**src/rtl/cic_decimator_if.sv**
```systemverilog
// Sample/rate bus between the integrator chain, the decimator and the
// first comb stage.
interface cic_decimator_if #(
    parameter int SAMP_WIDTH = 8,
    parameter int RATE_WIDTH = 8
);
    logic signed [SAMP_WIDTH-1:0] samp_inp_data;
    logic                         samp_inp_str;
    logic        [RATE_WIDTH-1:0] rate_val;
    logic                         rate_load;
    logic                         phase_sync;
    logic signed [SAMP_WIDTH-1:0] samp_out_data;
    logic                         samp_out_str;
    logic        [RATE_WIDTH-1:0] rate_active;
    logic                         rate_err;

    modport master (
        output samp_inp_data, samp_inp_str, rate_val, rate_load, phase_sync,
        input  samp_out_data, samp_out_str, rate_active, rate_err
    );

    modport slave (
        input  samp_inp_data, samp_inp_str, rate_val, rate_load, phase_sync,
        output samp_out_data, samp_out_str, rate_active, rate_err
    );
endinterface

```
**src/rtl/cic_decimator.sv**
```systemverilog
// CIC decimation stage: keeps every R-th integrator sample, with a
// reloadable ratio that takes effect on a block boundary or phase sync.
module cic_decimator #(
    parameter int SAMP_WIDTH   = 8,
    parameter int RATE_WIDTH   = 8,
    parameter int DEFAULT_RATE = 4
) (
    input  logic            clk,
    input  logic            reset_n,
    cic_decimator_if.slave  bus
);
    logic        [RATE_WIDTH-1:0] cnt_q, cnt_d;
    logic        [RATE_WIDTH-1:0] rate_cur_q, rate_cur_d;
    logic        [RATE_WIDTH-1:0] rate_pend_q, rate_pend_d;
    logic                         pend_valid_q, pend_valid_d;
    logic                         rate_err_q, rate_err_d;
    logic signed [SAMP_WIDTH-1:0] out_data_q, out_data_d;
    logic                         out_str_q, out_str_d;

    logic                  good_load;
    logic                  zero_load;
    logic                  boundary;
    logic [RATE_WIDTH-1:0] rate_next;

    assign good_load = bus.rate_load && (bus.rate_val != '0);
    assign zero_load = bus.rate_load && (bus.rate_val == '0);
    assign boundary  = bus.samp_inp_str &&
                       (cnt_q == rate_cur_q - RATE_WIDTH'(1));

    // Ratio to adopt when a block restarts: a same-cycle load beats a pending one.
    assign rate_next = good_load    ? bus.rate_val :
                       pend_valid_q ? rate_pend_q  : rate_cur_q;

    always_comb begin
        cnt_d        = cnt_q;
        rate_cur_d   = rate_cur_q;
        rate_pend_d  = rate_pend_q;
        pend_valid_d = pend_valid_q;
        rate_err_d   = rate_err_q | zero_load;
        out_data_d   = out_data_q;
        out_str_d    = 1'b0;

        if (bus.phase_sync) begin
            rate_cur_d   = rate_next;
            pend_valid_d = 1'b0;
            cnt_d        = '0;
            if (bus.samp_inp_str) begin
                if (rate_next == RATE_WIDTH'(1)) begin
                    out_data_d = bus.samp_inp_data;
                    out_str_d  = 1'b1;
                end else begin
                    cnt_d = RATE_WIDTH'(1);
                end
            end
        end else if (boundary) begin
            out_data_d   = bus.samp_inp_data;
            out_str_d    = 1'b1;
            cnt_d        = '0;
            rate_cur_d   = rate_next;
            pend_valid_d = 1'b0;
        end else begin
            if (bus.samp_inp_str) begin
                cnt_d = cnt_q + RATE_WIDTH'(1);
            end
            if (good_load) begin
                rate_pend_d  = bus.rate_val;
                pend_valid_d = 1'b1;
            end
        end
    end

    always_ff @(posedge clk) begin
        if (!reset_n) begin
            cnt_q        <= '0;
            rate_cur_q   <= RATE_WIDTH'(DEFAULT_RATE);
            rate_pend_q  <= '0;
            pend_valid_q <= 1'b0;
            rate_err_q   <= 1'b0;
            out_data_q   <= '0;
            out_str_q    <= 1'b0;
        end else begin
            cnt_q        <= cnt_d;
            rate_cur_q   <= rate_cur_d;
            rate_pend_q  <= rate_pend_d;
            pend_valid_q <= pend_valid_d;
            rate_err_q   <= rate_err_d;
            out_data_q   <= out_data_d;
            out_str_q    <= out_str_d;
        end
    end

    assign bus.samp_out_data = out_data_q;
    assign bus.samp_out_str  = out_str_q;
    assign bus.rate_active   = rate_cur_q;
    assign bus.rate_err      = rate_err_q;
endmodule

```
**src/flat_wrapper.sv**
```systemverilog
// flat-port wrapper written by rule: the top's interface ports become plain ports
module cic_decimator_flat 
#(
    parameter int SAMP_WIDTH   = 8,
    parameter int RATE_WIDTH   = 8,
    parameter int DEFAULT_RATE = 4
)
  (clk, reset_n, bus_samp_inp_data, bus_samp_inp_str, bus_rate_val, bus_rate_load, bus_phase_sync, bus_samp_out_data, bus_samp_out_str, bus_rate_active, bus_rate_err);
  cic_decimator_if #(.SAMP_WIDTH(SAMP_WIDTH), .RATE_WIDTH(RATE_WIDTH)) bus_i ();
  input  logic clk;
  input  logic reset_n;
  input wire logic [$bits(bus_i.samp_inp_data)-1:0] bus_samp_inp_data;
  input wire logic [$bits(bus_i.samp_inp_str)-1:0] bus_samp_inp_str;
  input wire logic [$bits(bus_i.rate_val)-1:0] bus_rate_val;
  input wire logic [$bits(bus_i.rate_load)-1:0] bus_rate_load;
  input wire logic [$bits(bus_i.phase_sync)-1:0] bus_phase_sync;
  output wire logic [$bits(bus_i.samp_out_data)-1:0] bus_samp_out_data;
  output wire logic [$bits(bus_i.samp_out_str)-1:0] bus_samp_out_str;
  output wire logic [$bits(bus_i.rate_active)-1:0] bus_rate_active;
  output wire logic [$bits(bus_i.rate_err)-1:0] bus_rate_err;
  assign bus_i.samp_inp_data = bus_samp_inp_data;
  assign bus_i.samp_inp_str = bus_samp_inp_str;
  assign bus_i.rate_val = bus_rate_val;
  assign bus_i.rate_load = bus_rate_load;
  assign bus_i.phase_sync = bus_phase_sync;
  assign bus_samp_out_data = bus_i.samp_out_data;
  assign bus_samp_out_str = bus_i.samp_out_str;
  assign bus_rate_active = bus_i.rate_active;
  assign bus_rate_err = bus_i.rate_err;
  cic_decimator #(.SAMP_WIDTH(SAMP_WIDTH), .RATE_WIDTH(RATE_WIDTH), .DEFAULT_RATE(DEFAULT_RATE)) u_core (.clk(clk), .reset_n(reset_n), .bus(bus_i));
endmodule
```
**config.mk**
```make
export PLATFORM = sky130hd
export DESIGN_NAME = cic_decimator_flat
export DESIGN_NICKNAME = d
export VERILOG_FILES = /design/src/rtl/cic_decimator_if.sv /design/src/rtl/cic_decimator.sv /design/src/flat_wrapper.sv
export SDC_FILE = /design/constraint.sdc
export NUM_CORES = 1
export LEC_CHECK = 0
export CAP_MARGIN = 20
export CORE_UTILIZATION = 34
export CTS_BUF_LIST = sky130_fd_sc_hd__clkbuf_16
export CTS_CLUSTER_DIAMETER = 60
export DETAILED_ROUTE_END_ITERATION = 10
export GPL_ROUTABILITY_DRIVEN = 0
export GPL_TIMING_DRIVEN = 0
export PLACE_DENSITY_LB_ADDON = 0.25
export SLEW_MARGIN = 20
export SYNTH_ARGS = -nofsm -noshare
export SYNTH_HDL_FRONTEND = slang
export SYNTH_SLANG_ARGS = --single-unit
```
**constraint.sdc**
```tcl
create_clock -name clk -period 2.7 [get_ports clk]
set_input_delay 0.27 -clock clk [delete_from_list [all_inputs] [get_ports clk]]
set_output_delay 0.27 -clock clk [all_outputs]
set_load 0.05 [all_outputs]
```
==> results of run 1 <==
==> cells in the final DEF, fill, tap and decap left out, types with 2 or more instances in the layout <==
| master | Yosys | routed |
|---|---|---|
| clkdlybuf4s50_1 | 0 | 35 |
| dfxtp_1 | 35 | 32 |
| nor2_1 | 26 | 26 |
| nand2_1 | 25 | 25 |
| a21oi_1 | 15 | 13 |
| mux2i_1 | 13 | 13 |
| o21ai_2 | 4 | 11 |
| nand3_1 | 10 | 10 |
| clkbuf_1 | 10 | 9 |
| xor2_1 | 9 | 9 |
| xnor2_1 | 9 | 9 |
| o21ai_0 | 8 | 8 |
| nand4_1 | 8 | 8 |
| clkbuf_16 | 0 | 6 |
| o21ai_1 | 12 | 5 |
| buf_4 | 2 | 4 |
| nor3_1 | 3 | 3 |
| buf_6 | 1 | 3 |
| inv_1 | 2 | 2 |
| nand2b_1 | 2 | 2 |
| or4_1 | 3 | 2 |
| o22ai_1 | 2 | 2 |
| nor4_1 | 2 | 2 |
| a211oi_1 | 2 | 2 |
| buf_1 | 2 | 2 |
| o31ai_1 | 2 | 2 |
| or4_4 | 1 | 2 |
| a21o_1 | 2 | 2 |
| or3_1 | 2 | 2 |
| o2111ai_1 | 2 | 2 |
| nor3b_1 | 3 | 2 |
| a31oi_1 | 3 | 2 |
| a2bb2oi_1 | 2 | 2 |
| a21oi_2 | 0 | 2 |
| nor2b_1 | 2 | 2 |
| ha_1 | 2 | 2 |
| dfxtp_2 | 0 | 2 |
==> final cells by class <==
type                            instances  area share (%)
Buffer                                 17            3.74
Timing Repair Buffer                   39            14.5
Multi-Input combinational cell        189            46.2
Clock inverter                          3            1.59
Sequential cell                        35            25.7
Clock buffer                            5            4.56
Inverter                                3           0.410
Tap cell                               72            3.28
==> kinds of logic (layout without fill, tap and decap cells) <==
kind of cell | count (synthesis) | after routing | share of synthesized area (%)
mux | 13 | 13 | 6.54
xor+xnor | 18 | 18 | 7.92
buf+inv | 21 | 67 | 4.91
compound gates | 60 | 60 | 19.7
fa+ha+maj | 2 | 2 | 1.26
simple gates | 96 | 96 | 24.4
flops | 35 | 35 | 35.2
==> tightest hold or removal path, stage by stage, from the launching register on <==
cell	delay, ns
dfxtp_1	0.31
nand2_1	0.05
o21ai_1	0.05
==> repair_timing <==
action / 4_1_cts / 5_1_grt
endpoints found under the setup margin: 0 / 33
buffers inserted: 0 / 3
resized for setup: 0 / 26
==> registers in the layout (all words and copies together) (netlist names) <==
register / count
u_core.cnt_q: 8
u_core.rate_pend_q: 8
u_core.bus.samp_out_str: 1
u_core.pend_valid_q: 1
u_core.bus.rate_active: 8
u_core.bus.rate_err: 1
u_core.bus.samp_out_data: 8
==> per-layer routing <==
metal | up-vias | share of wire, %
met5 | - | 0
met4 | 0 | 1.5
met3 | 7 | 4.1
met2 | 46 | 46
met1 | 888 | 48
li1 | 965 | -
==> worst paths after layout <==
check,end,cells after the start
worst max-delay path,u_core.bus.rate_active[6]$_SDFFE_PN0P_,8
worst min-delay path,u_core.rate_pend_q[0]$_SDFFE_PN0P_,2
worst max register to register,u_core.bus.rate_active[6]$_SDFFE_PN0P_,8
worst min register to register,u_core.rate_pend_q[0]$_SDFFE_PN0P_,2
==> per-stage QoR <==
step	std cells	setup slack (ns)	util, %	area, µm²
5_1_grt	363	-0.0627	49.3	2750
6_report	363	0.0495	49.3	2750
3_5_place_dp	352	0.0242	43.8	2440
4_1_cts	360	0.00697	46.8	2610
3_3_place_gp	352	-0.167	43.7	2430
2_1_floorplan	245	0.0109	-	1990
==> power by group through the flow <==
stage,clock network (mW),logic (mW),registers (mW)
global placement,0,0.255,0.568
detailed placement,0,0.259,0.568
floorplan,0,0.143,0.597
finish,0.664,0.282,0.560
CTS,0.675,0.260,0.557
global route,0.702,0.306,0.563
==> cell usage after synthesis, drive strengths merged, types with 2 or more instances <==
library cell,number
dfxtp,35
nand2,26
nor2,26
o21ai,24
a21oi,15
mux2i,13
clkbuf,10
nand3,10
xnor2,9
xor2,9
buf,8
nand4,8
or4,4
a211oi,3
a31oi,3
nor3,3
nor3b,3
a21o,2
a2bb2oi,2
ha,2
inv,2
nand2b,2
nor2b,2
nor4,2
o2111ai,2
o22ai,2
o31ai,2
or3,2
or4b,2
==> results.yml, run 1 <==
sta:
  max_freq_mhz: 377
  rsz0062_at_grt: "true"
  finalSetupViolCount: 0
  slew-limit-headroom_pct: 53.4
  setup_tns_ns: 0
  hold_viol_final: 0
  fin_crit_ns: 2.65
  worst_slew_pin_slew_ns: 0.697
  slew_viol_final: 0
  timing.hold.ws_ns: 0.456
  skew_ns: 0.00796
  period_share_pct: 98.2
placement:
  io_buffers: 35
  dpl.hpwl_um: 3590
grt:
  antenna_found_initial: 0
  met2_usage_pct: 27.7
  grt_max_degree: 13
  grt_pass1_vias: 1747
  grt_first_pass_wirelength_um: 8190
  grt_overflow_total: 0
  use_met3_pct: 4.19
  use_met1_pct: 21.5
  grt_usage_pct: 17.1
  busiest_layer: "met2"
floorplan:
  start_util_pct: 35.7
  core_area_um2: 5570
  die_h_um: 78.5
  ios: 39
  fp.dieArea_um2: 6160
  num_rows: 27
  die_width_um: 78.5
cts:
  clk_latency_ns: 0.28
  cts_tree: "built"
  clock_sinks: 35
  path_clk_slew_ns: 0.06
  cts_root_buf: "clkbuf_16"
  cts_buffers: 5
  clk_path_buf_depth: 2
  hold_buffers: 0
  h-tree-depth: 2
critical_path:
  r2r_slack_ns: 0.05
  crit_type: "reg2reg"
  crit_buf_inv: 2
  critical_path.max_stage_delay_ns: 0.53
  critPathLaunch: "u_core.bus.rate_active[0]$_SDFFE_PN0P_"
  crit-reg2reg-launch: "u_core.bus.rate_active[0]$_SDFFE_PN0P_"
  cp_max_fo: 5
  crit_top_cell: "or4_4"
  crit_family: "simple AND/OR/NAND/NOR gates"
  required_ns: 2.85
  critPathLaunchType: "flop"
  worstSetupEndpointType: "flop"
  crit_arrival_ns: 2.80
  cpMaxStageDelayCell: "or4_4"
  path_cells: "or4_4 > buf_6 > or4_4 > a2111oi_4 > a31oi_4 > clkbuf_16 > mux2i_1 > nor2_1"
synthesis:
  synthesis.nets: 268
  yosysTopAreaCell: "dfxtp_1"
  synthCells: 245
  synthArstFlopShare_pct: 0
  synth-main-ff-cell: "dfxtp_1"
  yosysUniqueCellTypes: 50
  seq_area_frac_synth_pct: 35.2
  yosysTopAreaCellShare_pct: 35.2
  avgSynthCellArea_um2: 8.12
  synth_edf_count: 0
  synth_area_leaders: "dfxtp_1 35%, mux2i_1 6.5%, nor2_1 4.9%, nand2_1 4.7%, xnor2_1 4.0%"
  synth_seq_cells: 35
  ys_warn_count: 0
  synth.cell_area_um2: 1990
routing:
  routed_wl_um: 5130
  viasPerCell: 5.25
  vias: 1906
  routedWlPerCell_um: 14.1
  drtPass1Iterations: 4
  drtIter0Drc: 82
  final_antenna_net_count: 0
  drc: 0
pwr:
  leakagePower_nw: 0.975
  powerDensity_nw_per_um2: 548
  power_frac_seq_pct: 37.2
  ir_worst_vdd_v: 0.000255
  internal_power_mw: 1.09
  clockPowerShare_pct: 44.1
  switching_share_pct: 27.4
  switchingPower_mw: 0.413
  power_mw: 1.51
  p_comb_share_pct: 18.7
cells_and_area:
  regArea_um2: 707
  drive_gt1_share_pct: 15.1
  nNetsFinal: 313
  syn2layout_area_growth_pct: 38.1
  fill_cells: 555
  multi_input_area_um2: 1270
  diodes: 0
hold_path:
  hp-start: "u_core.rate_pend_q[0]$_SDFFE_PN0P_"
  min_path_type: "reg2reg"
job:
  cap_violations: 0
outcome:
  outcome: "complete, no violations"
Note: power is estimated with default switching activity, not from simulation.
==> run 2: changes to the inputs <==
--- a/config.mk
+++ b/config.mk
@@ -5,8 +5,9 @@
 export SDC_FILE = /design/constraint.sdc
 export NUM_CORES = 1
 export LEC_CHECK = 0
+export ABC_AREA = 1
 export CAP_MARGIN = 20
-export CORE_UTILIZATION = 34
+export CORE_UTILIZATION = 30
 export CTS_BUF_LIST = sky130_fd_sc_hd__clkbuf_16
 export CTS_CLUSTER_DIAMETER = 60
 export DETAILED_ROUTE_END_ITERATION = 10
==> run 2 against run 1 <==
  * Total power decreased by 8.3%
  * Final area increased by 0.18%
  * First-iteration DRC count decreased by 27%
  * Sequential power about the same
  * Clock skew decreased by 0.00099 ns
  * Largest power group is now sequential cells
  * Hold slack got worse by 0.017 ns
  * Core utilization decreased by 9.0 points
  * Via count increased by 3.5%
  * Highest routed layer unchanged
==> results.yml, run 2 <==
floorplan:
  core_area_um2: 6830
  die_width_um: 86.4
  die_h_um: 86.4
  num_rows: 30
  start_util_pct: 31.3
  fp.dieArea_um2: 7460
  ios: 39
critical_path:
  cp_max_fo: 10
  r2r_slack_ns: 0.44
  endpoint: "u_core.bus.rate_active[4]$_SDFFE_PN0P_"
  crit_arrival_ns: 2.43
  crit_type: "reg2reg"
  path_depth: 12
  r2r_end: "u_core.bus.rate_active[4]$_SDFFE_PN0P_"
  critPathLaunch: "u_core.bus.rate_active[0]$_SDFFE_PN0P_"
  critPathLaunchType: "flop"
  crit_buf_inv: 2
  critical_path.max_stage_delay_ns: 0.46
  required_ns: 2.87
  cpMaxStageDelayCell: "dfxtp_1"
  path_cells: "inv_1 > ha_1 > nand2_1 > nand2_1 > nor3_1 > nand3_1 > nor2_2 > nand3_2 > nand2_4 > inv_2 > a21oi_1 > nor2_1"
  crit_family: "simple AND/OR/NAND/NOR gates"
  r2r_cells: 12
  crit-reg2reg-launch: "u_core.bus.rate_active[0]$_SDFFE_PN0P_"
  worstSetupEndpointType: "flop"
  crit_top_cell: "nand2_1"
cells_and_area:
  drive_gt1_share_pct: 11.7
  final_common_cell: "nand2_1"
  fill_cells: 740
  nNetsFinal: 381
  syn2layout_area_growth_pct: 28.7
  final_core_util_pct: 40.3
  final_area_um2: 2750
  diodes: 0
  final_cell_mix: "77 x nand2_1, 44 x inv_1, 40 x nor2_1, 36 x clkdlybuf4s50_1, 35 x dfxtp_1"
  fin_cells: 454
routing:
  drc: 0
  routedWlPerCell_um: 10.7
  viasPerCell: 4.34
  routed_wl_um: 4860
  drtPass1Iterations: 4
  drtIter0Drc: 60
  final_antenna_net_count: 0
  vias: 1972
synthesis:
  seq_area_frac_synth_pct: 32.8
  synth_area_leaders: "dfxtp_1 33%, nand2_1 14%, inv_1 7.7%, nor2_1 7.0%, nand3_1 4.4%"
  avgSynthCellArea_um2: 6.78
  ys_top_cells_by_count: "77 x nand2_1, 44 x inv_1, 40 x nor2_1"
  synth.cell_area_um2: 2140
  yosysTopAreaCell: "dfxtp_1"
  ys_warn_count: 0
  synthesis.nets: 338
  synth_edf_count: 0
  synth-main-ff-cell: "dfxtp_1"
  yosysTopAreaCellShare_pct: 32.8
  synth.most_common_cell: "nand2_1"
  synthCells: 315
  synth_seq_cells: 35
  synthArstFlopShare_pct: 0
  yosysUniqueCellTypes: 34
cts:
  hold_buffers: 0
  cts_tree: "built"
  cts_buffers: 5
  cts_root_buf: "clkbuf_16"
  cts_resized: 0
  h-tree-depth: 2
  clk_path_buf_depth: 2
  clk_latency_ns: 0.28
  path_clk_slew_ns: 0.06
  post-cts-setup-buffers: 0
  clock_sinks: 35
pwr:
  switching_share_pct: 29.0
  p_comb_share_pct: 20.3
  switchingPower_mw: 0.400
  powerDensity_nw_per_um2: 502
  internal_power_mw: 0.981
  ir_worst_vdd_v: 0.000227
  power_frac_seq_pct: 40.5
  clockPowerShare_pct: 39.3
  leakagePower_nw: 1.24
job:
  cap_violations: 0
grt:
  grt_usage_pct: 14.2
  grt_max_degree: 11
  antenna_found_initial: 0
  grt_overflow_total: 0
  grt_first_pass_wirelength_um: 8230
  grt_pass1_vias: 1812
sta:
  finalSetupViolCount: 0
  worst_slew_pin_slew_ns: 0.527
  slew_viol_final: 0
  max_freq_mhz: 443
  hold_viol_final: 0
  slew-limit-headroom_pct: 64.8
  rsz0062_at_grt: "false"
  setup_tns_ns: 0
  skew_ns: 0.00697
  fin_crit_ns: 2.26
  period_share_pct: 83.6
placement:
  postPlaceCellArea_um2: 2620
  io_buffers: 36
  dpl.cell_count: 447
  dpl.hpwl_um: 3830
outcome:
  outcome: "complete, no violations"
hold_path:
  min_path_type: "in2reg"
## run 2: cell types whose count changed in the layout (fill, tap and decap cells not counted), sizes merged, moves of 4 or more
| cell | delta |
|---|---|
| nor2 | +23 |
| nand3b | +8 |
| nand3 | +13 |
| or4 | -4 |
| nand2 | +56 |
| nand4 | -7 |
| clkbuf | -7 |
| mux2i | -13 |
| xnor2 | -6 |
| inv | +44 |
| buf | -4 |
## run 2: final cells by class
type	count	area, µm²	share of cell area [%]
plain buffers	10	78.8	2.86
clock buffers	5	125	4.55
clock inverters	2	8.76	0.318
inverters	46	173	6.28
multi-input cells	224	1180	43.1
flip-flops and latches	35	701	25.5
well taps	96	120	4.37
repair buffers	36	360	13.1
## run 2: how the worst min path moves through the flow
| stage | endpoint | cells after the start | startpoint |
|---|---|---|---|
| floorplan | u_core.bus.samp_out_data[1]$_SDFFE_PN0P_ | 2 | bus_samp_inp_data[1] |
| global placement | u_core.bus.rate_err$_SDFF_PN0_ | 2 | u_core.bus.rate_err$_SDFF_PN0_ |
| detailed placement | u_core.bus.rate_err$_SDFF_PN0_ | 2 | u_core.bus.rate_err$_SDFF_PN0_ |
| CTS | u_core.bus.rate_active[4]$_SDFFE_PN0P_ | 3 | reset_n |
| global route | u_core.bus.rate_active[7]$_SDFFE_PN0P_ | 3 | reset_n |
| finish | u_core.bus.rate_active[7]$_SDFFE_PN0P_ | 3 | reset_n |
## run 2: metrics by stage
stage	setup slack [ns]	hold WS [ns]	power (mW)
2_1_floorplan	0.402	0.402	0.763
3_3_place_gp	0.354	0.462	0.849
3_5_place_dp	0.310	0.476	0.852
4_1_cts	0.462	0.446	1.40
5_1_grt	0.294	0.472	1.45
6_report	0.442	0.438	1.38
## run 2: logic make-up after synthesis
kind of cell	after synthesis	synth area share [%]
flip-flops	35	32.8
XOR/XNOR	10	4.45
AO/OA/AOI/OAI	42	11.4
AND/OR/NAND/NOR	170	38.4
adder cells (fa/ha/maj)	2	1.17
buffers and inverters	56	11.8
## run 2: power groups by stage
stage | clock network, mW | registers (mW) | logic [mW]
after floorplan | 0 | 0.603 | 0.160
after global placement | 0 | 0.570 | 0.279
after detailed placement | 0 | 0.570 | 0.281
after CTS | 0.555 | 0.559 | 0.283
after global routing | 0.575 | 0.561 | 0.312
final | 0.542 | 0.559 | 0.280
## run 2: routing by layer
layer | up-vias | track usage [%] | routed length [µm]
met4 | 0 | 5.91 | 85
met1 | 869 | 17.9 | 2360
met3 | 7 | 2.57 | 129
met2 | 26 | 23.8 | 2280
li1 | 1070 | - | -
met5 | - | 0 | 0
## run 2: tightest hold or removal path, stage by stage
cell,delay [ns]
clkbuf_1,0.21
o21ai_0,0.14
nor2_1,0.05
